$ cat src/rtl/fetch_pkg.sv
// fetch_pkg: default widths, PC step, the NOP encoding and the queue entry
// type shared by the fetch front end and its bench.
package fetch_pkg;

    localparam int          ADDR_W    = 14;
    localparam int          INSTR_W   = 32;
    localparam int          PC_STEP   = 4;
    localparam logic [31:0] NOP_INSTR = 32'h0000_0013;

    // One buffered fetch: the instruction word together with the PC it came from.
    typedef struct packed {
        logic [ADDR_W-1:0]  pc;
        logic [INSTR_W-1:0] instr;
    } fetch_entry_t;

endpackage

$ cat src/rtl/fetch_queue_unit_if.sv
// fetch_queue_unit_if: groups the instruction-memory port, the EX/MEM
// redirect and the IF/ID handshake. The master modport is the fetch unit;
// the slave modport is the surrounding pipeline and memory.
interface fetch_queue_unit_if #(
    parameter int ADDR_W  = fetch_pkg::ADDR_W,
    parameter int INSTR_W = fetch_pkg::INSTR_W
);

    logic               imem_rd_en;
    logic [ADDR_W-1:0]  imem_addr;
    logic [INSTR_W-1:0] imem_rdata;
    logic               redirect_valid;
    logic [ADDR_W-1:0]  redirect_pc;
    logic               id_ready;
    logic               if_valid;
    logic [INSTR_W-1:0] if_instr;
    logic [ADDR_W-1:0]  if_pc;

    modport master (
        output imem_rd_en, imem_addr, if_valid, if_instr, if_pc,
        input  imem_rdata, redirect_valid, redirect_pc, id_ready
    );

    modport slave (
        input  imem_rd_en, imem_addr, if_valid, if_instr, if_pc,
        output imem_rdata, redirect_valid, redirect_pc, id_ready
    );

endinterface

$ cat src/rtl/fetch_fifo.sv
// fetch_fifo: DEPTH-entry synchronous FIFO with a single-cycle flush.
// DEPTH must be a power of two so the pointers wrap on their own.
// The head word is read combinationally from storage.
module fetch_fifo #(
    parameter int WIDTH = 46,
    parameter int DEPTH = 4
) (
    input  logic                   clk,
    input  logic                   rst_n,
    input  logic                   i_push,
    input  logic [WIDTH-1:0]       i_data,
    input  logic                   i_pop,
    input  logic                   i_flush,
    output logic [$clog2(DEPTH):0] o_count,
    output logic [WIDTH-1:0]       o_head
);

    localparam int PW = $clog2(DEPTH);

    logic [WIDTH-1:0] r_mem [DEPTH];
    logic [PW-1:0]    r_wr_ptr;
    logic [PW-1:0]    r_rd_ptr;
    logic [PW:0]      r_count;

    // Storage, pointers and occupancy; flush empties the queue but keeps the stale words.
    // NOTE: state is written with <= so every register samples pre-edge values; = here would create ordering races.
    always_ff @(posedge clk) begin
        if (!rst_n) begin
            r_wr_ptr <= '0;
            r_rd_ptr <= '0;
            r_count  <= '0;
            // NOTE: storage is reset because the empty-queue head is visible on if_instr/if_pc; a plain RAM would skip this.
            for (int i = 0; i < DEPTH; i++) begin
                r_mem[i] <= '0;
            end
        end else if (i_flush) begin
            r_wr_ptr <= '0;
            r_rd_ptr <= '0;
            r_count  <= '0;
        end else begin
            if (i_push) begin
                r_mem[r_wr_ptr] <= i_data;
                r_wr_ptr        <= r_wr_ptr + PW'(1);
            end
            if (i_pop) begin
                r_rd_ptr <= r_rd_ptr + PW'(1);
            end
            case ({i_push, i_pop})
                2'b10:   r_count <= r_count + (PW+1)'(1);
                2'b01:   r_count <= r_count - (PW+1)'(1);
                default: r_count <= r_count;
            endcase
        end
    end

    assign o_count = r_count;
    assign o_head  = r_mem[r_rd_ptr];

endmodule

$ cat src/rtl/fetch_queue_unit.sv
// fetch_queue_unit: instruction-fetch front end. It owns the PC and issues
// one read per cycle while the queue has room, counting the read in flight.
// Responses are tagged with their PC and queued for IF/ID. A redirect flushes
// the queue and bumps the epoch so the in-flight response is dropped.
// Optional statistics counters are built when FETCH_STATS_EN is defined.
module fetch_queue_unit #(
    parameter int                ADDR_W   = fetch_pkg::ADDR_W,
    parameter int                INSTR_W  = fetch_pkg::INSTR_W,
    parameter int                DEPTH    = 4,
    parameter logic [ADDR_W-1:0] RESET_PC = '0
) (
    input  logic               clk,
    input  logic               rst_n,
    fetch_queue_unit_if.master bus
`ifdef FETCH_STATS_EN
    ,
    output logic [31:0]        stat_fetched,
    output logic [31:0]        stat_flushes
`endif
);

    import fetch_pkg::*;

    localparam int                CW         = $clog2(DEPTH) + 1;
    localparam logic [CW:0]       OCC_LIMIT  = (CW+1)'(DEPTH);
    localparam logic [ADDR_W-1:0] ALIGN_MASK = {{(ADDR_W-2){1'b1}}, 2'b00};

    logic [ADDR_W-1:0]         r_pc;
    logic [ADDR_W-1:0]         r_inflight_pc;
    logic                      r_inflight;
    logic                      r_inflight_epoch;
    logic                      r_epoch;

    logic [CW-1:0]             w_count;
    logic [ADDR_W+INSTR_W-1:0] w_head;
    logic                      w_if_valid;
    logic                      w_pop;
    logic                      w_push;
    logic                      w_issue;
    logic [CW:0]               w_occupancy;

    // A pop coinciding with a redirect is discarded along with the rest of the queue.
    assign w_if_valid  = (w_count != '0);
    assign w_pop       = w_if_valid && bus.id_ready && !bus.redirect_valid;
    // Slots already claimed next cycle: queued + in flight - the one leaving now.
    assign w_occupancy = {1'b0, w_count} + {{CW{1'b0}}, r_inflight} - {{CW{1'b0}}, w_pop};
    assign w_issue     = rst_n && !bus.redirect_valid && (w_occupancy < OCC_LIMIT);
    assign w_push      = r_inflight && (r_inflight_epoch == r_epoch) && !bus.redirect_valid;

    fetch_fifo #(
        .WIDTH (ADDR_W + INSTR_W),
        .DEPTH (DEPTH)
    ) u_fifo (
        .clk     (clk),
        .rst_n   (rst_n),
        .i_push  (w_push),
        .i_data  ({r_inflight_pc, bus.imem_rdata}),
        .i_pop   (w_pop),
        .i_flush (bus.redirect_valid),
        .o_count (w_count),
        .o_head  (w_head)
    );

    assign bus.imem_rd_en = w_issue;
    assign bus.imem_addr  = r_pc;
    assign bus.if_valid   = w_if_valid;
    assign bus.if_pc      = w_head[ADDR_W+INSTR_W-1:INSTR_W];
    assign bus.if_instr   = w_head[INSTR_W-1:0];

    // PC, in-flight tracking and epoch; a redirect outranks issue and loads the aligned target.
    always_ff @(posedge clk) begin
        if (!rst_n) begin
            r_pc             <= RESET_PC;
            r_inflight       <= 1'b0;
            r_inflight_pc    <= '0;
            r_inflight_epoch <= 1'b0;
            r_epoch          <= 1'b0;
        end else if (bus.redirect_valid) begin
            r_pc       <= bus.redirect_pc & ALIGN_MASK;
            r_inflight <= 1'b0;
            r_epoch    <= ~r_epoch;
        end else begin
            r_inflight <= w_issue;
            if (w_issue) begin
                r_pc             <= r_pc + ADDR_W'(PC_STEP);
                r_inflight_pc    <= r_pc;
                r_inflight_epoch <= r_epoch;
            end
        end
    end

`ifdef FETCH_STATS_EN
    logic [31:0] r_stat_fetched;
    logic [31:0] r_stat_flushes;

    // Free-running wrap-around counters of handed-off entries and redirect cycles.
    always_ff @(posedge clk) begin
        if (!rst_n) begin
            r_stat_fetched <= '0;
            r_stat_flushes <= '0;
        end else begin
            if (w_pop) begin
                r_stat_fetched <= r_stat_fetched + 32'd1;
            end
            if (bus.redirect_valid) begin
                r_stat_flushes <= r_stat_flushes + 32'd1;
            end
        end
    end

    assign stat_fetched = r_stat_fetched;
    assign stat_flushes = r_stat_flushes;
`endif

endmodule

$ cat src/flat_wrapper.sv
// flat-port wrapper written by rule: the top's interface ports become plain ports
module fetch_queue_unit_flat import fetch_pkg::*;
#(
    parameter int                ADDR_W   = fetch_pkg::ADDR_W,
    parameter int                INSTR_W  = fetch_pkg::INSTR_W,
    parameter int                DEPTH    = 4,
    parameter logic [ADDR_W-1:0] RESET_PC = '0
)
  (clk, rst_n, bus_imem_rd_en, bus_imem_addr, bus_if_valid, bus_if_instr, bus_if_pc, bus_imem_rdata, bus_redirect_valid, bus_redirect_pc, bus_id_ready);
  fetch_queue_unit_if #(.ADDR_W(ADDR_W), .INSTR_W(INSTR_W)) bus_i ();
  input  logic clk;
  input  logic rst_n;
  output wire logic [$bits(bus_i.imem_rd_en)-1:0] bus_imem_rd_en;
  output wire logic [$bits(bus_i.imem_addr)-1:0] bus_imem_addr;
  output wire logic [$bits(bus_i.if_valid)-1:0] bus_if_valid;
  output wire logic [$bits(bus_i.if_instr)-1:0] bus_if_instr;
  output wire logic [$bits(bus_i.if_pc)-1:0] bus_if_pc;
  input wire logic [$bits(bus_i.imem_rdata)-1:0] bus_imem_rdata;
  input wire logic [$bits(bus_i.redirect_valid)-1:0] bus_redirect_valid;
  input wire logic [$bits(bus_i.redirect_pc)-1:0] bus_redirect_pc;
  input wire logic [$bits(bus_i.id_ready)-1:0] bus_id_ready;
  assign bus_imem_rd_en = bus_i.imem_rd_en;
  assign bus_imem_addr = bus_i.imem_addr;
  assign bus_if_valid = bus_i.if_valid;
  assign bus_if_instr = bus_i.if_instr;
  assign bus_if_pc = bus_i.if_pc;
  assign bus_i.imem_rdata = bus_imem_rdata;
  assign bus_i.redirect_valid = bus_redirect_valid;
  assign bus_i.redirect_pc = bus_redirect_pc;
  assign bus_i.id_ready = bus_id_ready;
  fetch_queue_unit #(.ADDR_W(ADDR_W), .INSTR_W(INSTR_W), .DEPTH(DEPTH), .RESET_PC(RESET_PC)) u_core (.clk(clk), .rst_n(rst_n), .bus(bus_i));
endmodule
$ cat config.mk
export PLATFORM = sky130hd
export DESIGN_NAME = fetch_queue_unit_flat
export DESIGN_NICKNAME = d
export VERILOG_FILES = /design/src/rtl/fetch_pkg.sv /design/src/rtl/fetch_queue_unit_if.sv /design/src/rtl/fetch_fifo.sv /design/src/rtl/fetch_queue_unit.sv /design/src/flat_wrapper.sv
export SDC_FILE = /design/constraint.sdc
export NUM_CORES = 1
export LEC_CHECK = 0
export ABC_AREA = 0
export BUFFER_PORTS_ARGS = -buffer_cell sky130_fd_sc_hd__buf_2
export CAP_MARGIN = 5
export CELL_PAD_IN_SITES_DETAIL_PLACEMENT = 0
export CELL_PAD_IN_SITES_GLOBAL_PLACEMENT = 2
export CORE_MARGIN = 4
export CORE_UTILIZATION = 45
export CTS_CLUSTER_SIZE = 24
export DETAILED_ROUTE_END_ITERATION = 10
export GPL_ROUTABILITY_DRIVEN = 0
export PLACE_DENSITY = 0.86
export SETUP_SLACK_MARGIN = 0.4
export SLEW_MARGIN = 20
export SYNTH_ARGS = -nofsm -noshare
export SYNTH_HDL_FRONTEND = slang
export SYNTH_SLANG_ARGS = --single-unit
$ cat constraint.sdc
create_clock -name clk -period 10 [get_ports clk]
set_clock_uncertainty 0.15 [all_clocks]
set_input_delay 2 -clock clk [delete_from_list [all_inputs] [get_ports clk]]
set_output_delay 2 -clock clk [all_outputs]
set_load 0.02 [all_outputs]
==> reports/metrics.cfg, run 1 <==
[routing]
drt-total-wl_um=19090
wl_met2_um=9531
drt-initial-drc-count=309
viasPerCell=5.245
routedWlPerCell_um=18.92
route.detailed.drc=0
dr_total_vias=5292
drt-met1-wl_um=8102
drtAntennaViolNets=0
top_layer=met5
dr.pass1.iters=4
dr_wl_met3_um=1234

[global_route]
grt_start_max_net_pins=46
grt_pass1_wl_um=29760
grt_overflow_total=0
first_global_vias=5600
grt.total_usage_pct=16.88
antenna_found_initial=1

[floorplan]
pin_count=112
core_area_mm2=0.02023
dieArea_mm2=0.02289
die_width_um=151.3
start_util_pct=45.67
row_count=52
die_h_um=151.3

[logic_synthesis]
synthTopCellsByCount=and2_1 (177), edfxtp_1 (176), mux4_2 (44), dfxtp_1 (36), clkbuf_1 (30)
seq_area_frac_synth_pct=64.99
synthArstFlopShare_pct=0
synth_top_flop_cell=edfxtp_1
ys_warn_count=0
synth_top_cell_area_share_pct=57.19
avgSynthCellArea_um2=14.83
synthTopCellsByArea=edfxtp_1 (57%), and2_1 (12%), mux4_2 (11%)
synth_cells=623
yosys.area.top_type=edfxtp_1
synth-edff-count=176
synthesis.area_mm2=0.009241
synthDistinctLibCells=37
yosys.cell_count.top_type=and2_1
ys_ff_latch=212

[status]
status=finished, final reports clean

[worst_setup_path]
startpoint=bus_redirect_valid
worstPathMaxFanout=24
path_cells=buf_2 > inv_1 > and3_1 > ha_1 > inv_1 > ha_1 > and3b_1 > o211ai_1 > a21o_1 > inv_1 > buf_2
crit_end=bus_imem_rd_en
slowest_stage=o211ai_1
worstPathArrival_ps=5270
end_kind=output pin
cpPeakStageDelay_ps=710
timing.rr.end=u_core.r_inflight_pc[8]$_SDFFE_PN0P_
r2r_cells=10
r2r_setup_slack_ps=6420
required_ps=7850
start_kind=input port
cp_common_cell=inv_1
r2r-start=u_core.u_fifo.o_count[2]$_SDFFE_PP0P_
critical_path_class=input port to output pin

[power_and_ir_drop]
leakagePower_nw=4.096
power.total_w=0.001911
power.density_mw_per_mm2=177.0
vdd_drop_max_uv=94.15

[cts]
numCtsBuffers=24
cts.sinks=212
holdBufCountCts=0
cts.path.max_buffers=3
post_cts_buffers=0
htreeDepth=1
cts_root_buffer=clkbuf_16
cts_tree=yes
clk_latency_ps=500
clk_pin_slew_ps=50
cts_resized=0

[timing]
setup_ws_ps=2582
worst_pin_slew_ps=1061
relSlewSlack_pct=29.11
period_share_pct=74.18
period_minus_slack_ps=7418
hold_viol=0
setup_viol=0
max_freq_mhz=134.8
slew_viol_final=0
tns_ps=0
rsz0062_at_grt=false

[place]
port_buffers=105
place_ws_ps=2562
hpwl_um=10640
placed_area_mm2=0.01005

[hold_path]
hold_path.class=register to register
min_from=u_core.u_fifo.o_count[1]$_SDFFE_PP0P_

[finish]
layout.nets=780
area_growth_pct=16.77
diodes=0
drive_above_1_share_pct=26.66
stdcell_area_mm2=0.01079

[job]
max_cap_viol_count=0

-- state kept, by name, summed over array words and instances, names as in the netlist, named ones only --
| register | flops |
|---|---|
| u_core.u_fifo.r_rd_ptr | 2 |
| u_core.r_inflight | 1 |
| u_core.bus.imem_addr | 12 |
| u_core.r_inflight_epoch | 1 |
| u_core.u_fifo.o_count | 3 |
| u_core.u_fifo.r_mem | 176 |
| u_core.r_epoch | 1 |
| u_core.r_inflight_pc | 12 |
| u_core.u_fifo.r_wr_ptr | 2 |
-- placed cells by master (no fill, tap or decap), types with 4 or more instances in the layout --
cell / instances
a21oi_1: 15
and2_1: 177
buf_2: 105
buf_4: 7
clkbuf_1: 7
clkbuf_16: 25
clkinv_1: 6
conb_1: 4
dfxtp_1: 34
edfxtp_1: 176
ha_1: 5
inv_1: 11
mux2i_1: 13
mux4_2: 44
nand2_1: 11
nand3_1: 6
nand4_1: 4
nor2_1: 8
nor2b_1: 13
o21ai_0: 14
xnor2_1: 13
xor2_1: 5
-- logic make-up (layout without fill, tap and decap cells) --
family	after synthesis	in the layout	synth area share, %
adders and majority gates	6	6	0.8936
and+or+nand+nor	237	237	15.52
other	1	4	0.04058
AOI/OAI and AO/OA	40	40	2.369
buffers and inverters	52	165	2.356
DFF	212	212	64.99
muxes	57	57	12.13
xor gates and xnor gates	18	18	1.706
-- power breakdown --
| group | leakage (nW) | total, W | switching (W) | internal, W |
|---|---|---|---|---|
| registers | 2.12 | 0.00101 | 0.0000158 | 0.000989 |
| clock network | 0.348 | 0.000798 | 0.000320 | 0.000478 |
| logic | 1.63 | 0.000108 | 0.0000673 | 0.0000404 |
-- metal layers --
| layer | global-route usage (%) | up-vias |
|---|---|---|
| li1 | - | 2456 |
| met1 | 22.77 | 2672 |
| met2 | 28.70 | 143 |
| met3 | 3.232 | 19 |
| met4 | 3.490 | 2 |
| met5 | 0 | - |
-- how the worst min path moves through the flow --
stage / cells after the start / end
after CTS: 2 / u_core.r_inflight_epoch$_SDFFE_PN0P_
after global routing: 2 / register
final: 2 / u_core.u_fifo.o_count[1]$_SDFFE_PP0P_
after detailed placement: 2 / u_core.u_fifo.o_count[1]$_SDFFE_PP0P_
after global placement: 2 / register
after floorplan: 2 / register
-- worst max-delay path: cells and delay by family --
family	cells	cell delay [ps]
adder cells (fa/ha/maj)	2	440
AND/OR/NAND/NOR	2	560
AO/OA/AOI/OAI	2	1340
buffers and inverters	5	930
-- layout make-up --
class                      instances  area [um2]
inverter                          11       41.29
tap                              270       337.8
clock inverter                     9       62.56
fill                            1704        9443
sequential                       212        6011
clock buffer                      32       651.9
timing repair buffer             113       605.6
multi-input combinational        362        3082
-- stage by stage --
step	hold slack, ps	cells	utilization [%]
final	392.3	1009	53.33
after global routing	425.4	1009	53.33
after CTS	403.3	1008	53.20
after detailed placement	386.1	967	49.67
after global placement	361.7	967	49.67
after floorplan	334.7	626	-
No activity file was read; power rests on OpenSTA's default activity.
==> run 2, diff against run 1 <==
- CORE_UTILIZATION: 45 -> 41
- PLACE_DENSITY: 0.86 -> 0.8
- clock period: 10 -> 7.3 ns (I/O delays scaled with it)
==> reports/metrics.cfg, run 2 (synthesis results as in run 1) <==
[status]
status=finished, final reports clean

[finish]
fin_cells=1023
area_growth_pct=17.65
layout.nets=782
final_common_cell=and2_1
largest_register_ff_count=176
largest_register=u_core.u_fifo.r_mem
drive_above_1_share_pct=27.73
seq_area_mm2=0.006011
multi_input_area_mm2=0.003082
layout_common_cells=and2_1 (177), edfxtp_1 (176), buf_2 (105)
diodes=0
nFillCells=1914

[power_and_ir_drop]
leakagePower_nw=4.138
power.density_mw_per_mm2=243.6
vdd_drop_max_uv=150.5

[routing]
drt-met1-wl_um=8221
wl_met2_um=9786
viasPerCell=5.162
drt-initial-drc-count=290
routedWlPerCell_um=19.13
top_layer=met4
drt-total-wl_um=19570
dr_wl_met3_um=1289
drtAntennaViolNets=0
dr_total_vias=5281
dr.pass1.iters=5
route.detailed.drc=0

[cts]
clk_pin_slew_ps=50
cts_tree=yes
post_cts_buffers=0
htreeDepth=1
clk_latency_ps=490
cts.sinks=212
holdBufCountCts=0
cts_root_buffer=clkbuf_16
cts_resized=0
numCtsBuffers=24
cts.path.max_buffers=3

[worst_setup_path]
r2r_setup_slack_ps=3990
start_kind=input port
worstPathArrival_ps=4420
cp_num_buf_inv=6
worstPathMaxFanout=24
critical_path_class=input port to output pin
cp_common_cell=inv_1
r2r_cells=11
cpLargestDelayFamily=buffers and inverters
cpPeakStageDelay_ps=680
slowest_stage=o211ai_1
path_cells=buf_2 > inv_1 > and3_1 > ha_1 > inv_1 > ha_1 > and3b_1 > o211ai_1 > a21o_1 > buf_4 > inv_1 > buf_2
timing.rr.end=u_core.r_inflight_epoch$_SDFFE_PN0P_
startpoint=bus_redirect_valid
required_ps=5690
r2r-start=u_core.u_fifo.o_count[2]$_SDFFE_PP0P_
end_kind=output pin

[timing]
relSlewSlack_pct=36.45
slew_viol_final=0
period_minus_slack_ps=6033
hold_viol=0
period_share_pct=82.65
max_freq_mhz=165.8
worst_pin_slew_ps=953.3
setup_viol=0
rsz0062_at_grt=false
tns_ps=0

[floorplan]
core_area_mm2=0.02203
row_count=54
die_width_um=158.1
die_h_um=158.1
pin_count=112
start_util_pct=41.96
dieArea_mm2=0.02501

[global_route]
first_global_vias=5658
grt_overflow_total=0
grt.total_usage_pct=15.59
antenna_found_initial=0
grt_start_max_net_pins=46
grt_pass1_wl_um=30190

[place]
port_buffers=105
dp_cells=980
hpwl_um=11150

[hold_path]
hold_path.class=register to register
min_from=u_core.bus.imem_addr[3]$_SDFFE_PN0P_
whs_endpoint=u_core.bus.imem_addr[3]$_SDFFE_PN0P_
hold_path_depth=2

[job]
max_cap_viol_count=0

==> run 2: through the flow <==
| step | hold WS (ps) | cell area (um2) | worst slack [ps] | util [%] | total power (W) |
|---|---|---|---|---|---|
| 2_1_floorplan | 334.7 | 9253 | 1645 | - | 0.001489 |
| 3_3_place_gp | 362.2 | 10070 | 1297 | 45.72 | 0.001549 |
| 3_5_place_dp | 376.7 | 10120 | 1231 | 45.97 | 0.001554 |
| 4_1_cts | 395.9 | 10870 | 1216 | 49.36 | 0.002681 |
| 5_1_grt | 422.2 | 10870 | 956.5 | 49.36 | 0.002750 |
| 6_report | 394.4 | 10870 | 1267 | 49.36 | 0.002649 |
==> run 2: tightest hold or removal path, cell delays in order (launching register included) <==
cell and delay [ps]:
dfxtp_1 350, nand2_1 70, a31oi_1 70
==> run 2: how the worst max path moves through the flow <==
stage                                                    endpoint  slack [ps]  cells after the start
after floorplan           u_core.u_fifo.r_mem[1][0]$_SDFFCE_PN0P_        1640                      4
after global placement                             bus_imem_rd_en        1300                     12
after detailed placement                           bus_imem_rd_en        1230                     12
after CTS                                          bus_imem_rd_en        1220                     12
after global routing                               bus_imem_rd_en         960                     12
final                                              bus_imem_rd_en        1270                     12
==> run 2: area by class of cell <==
| class | count | share of cell area [%] |
|---|---|---|
| clock buffers | 32 | 6.180 |
| clock inverters | 11 | 0.7020 |
| inverters | 11 | 0.3797 |
| multi-input cells | 362 | 28.34 |
| flip-flops and latches | 212 | 55.28 |
| well taps | 280 | 3.222 |
| repair buffers | 115 | 5.892 |
==> run 2: metal layers <==
layer  vias to the layer above  global-route usage (%)
met2                       150                   27.08
met5                         -                       0
met1                      2645                   20.53
met4                         0                   2.965
li1                       2460                       -
met3                        26                   3.198
==> run 2: power breakdown <==
group	leakage, nW	total (W)	internal, W	switching (W)
registers	2.12	0.00138	0.00136	0.0000215
clock network	0.375	0.00112	0.000678	0.000446
logic	1.65	0.000149	0.0000556	0.0000931
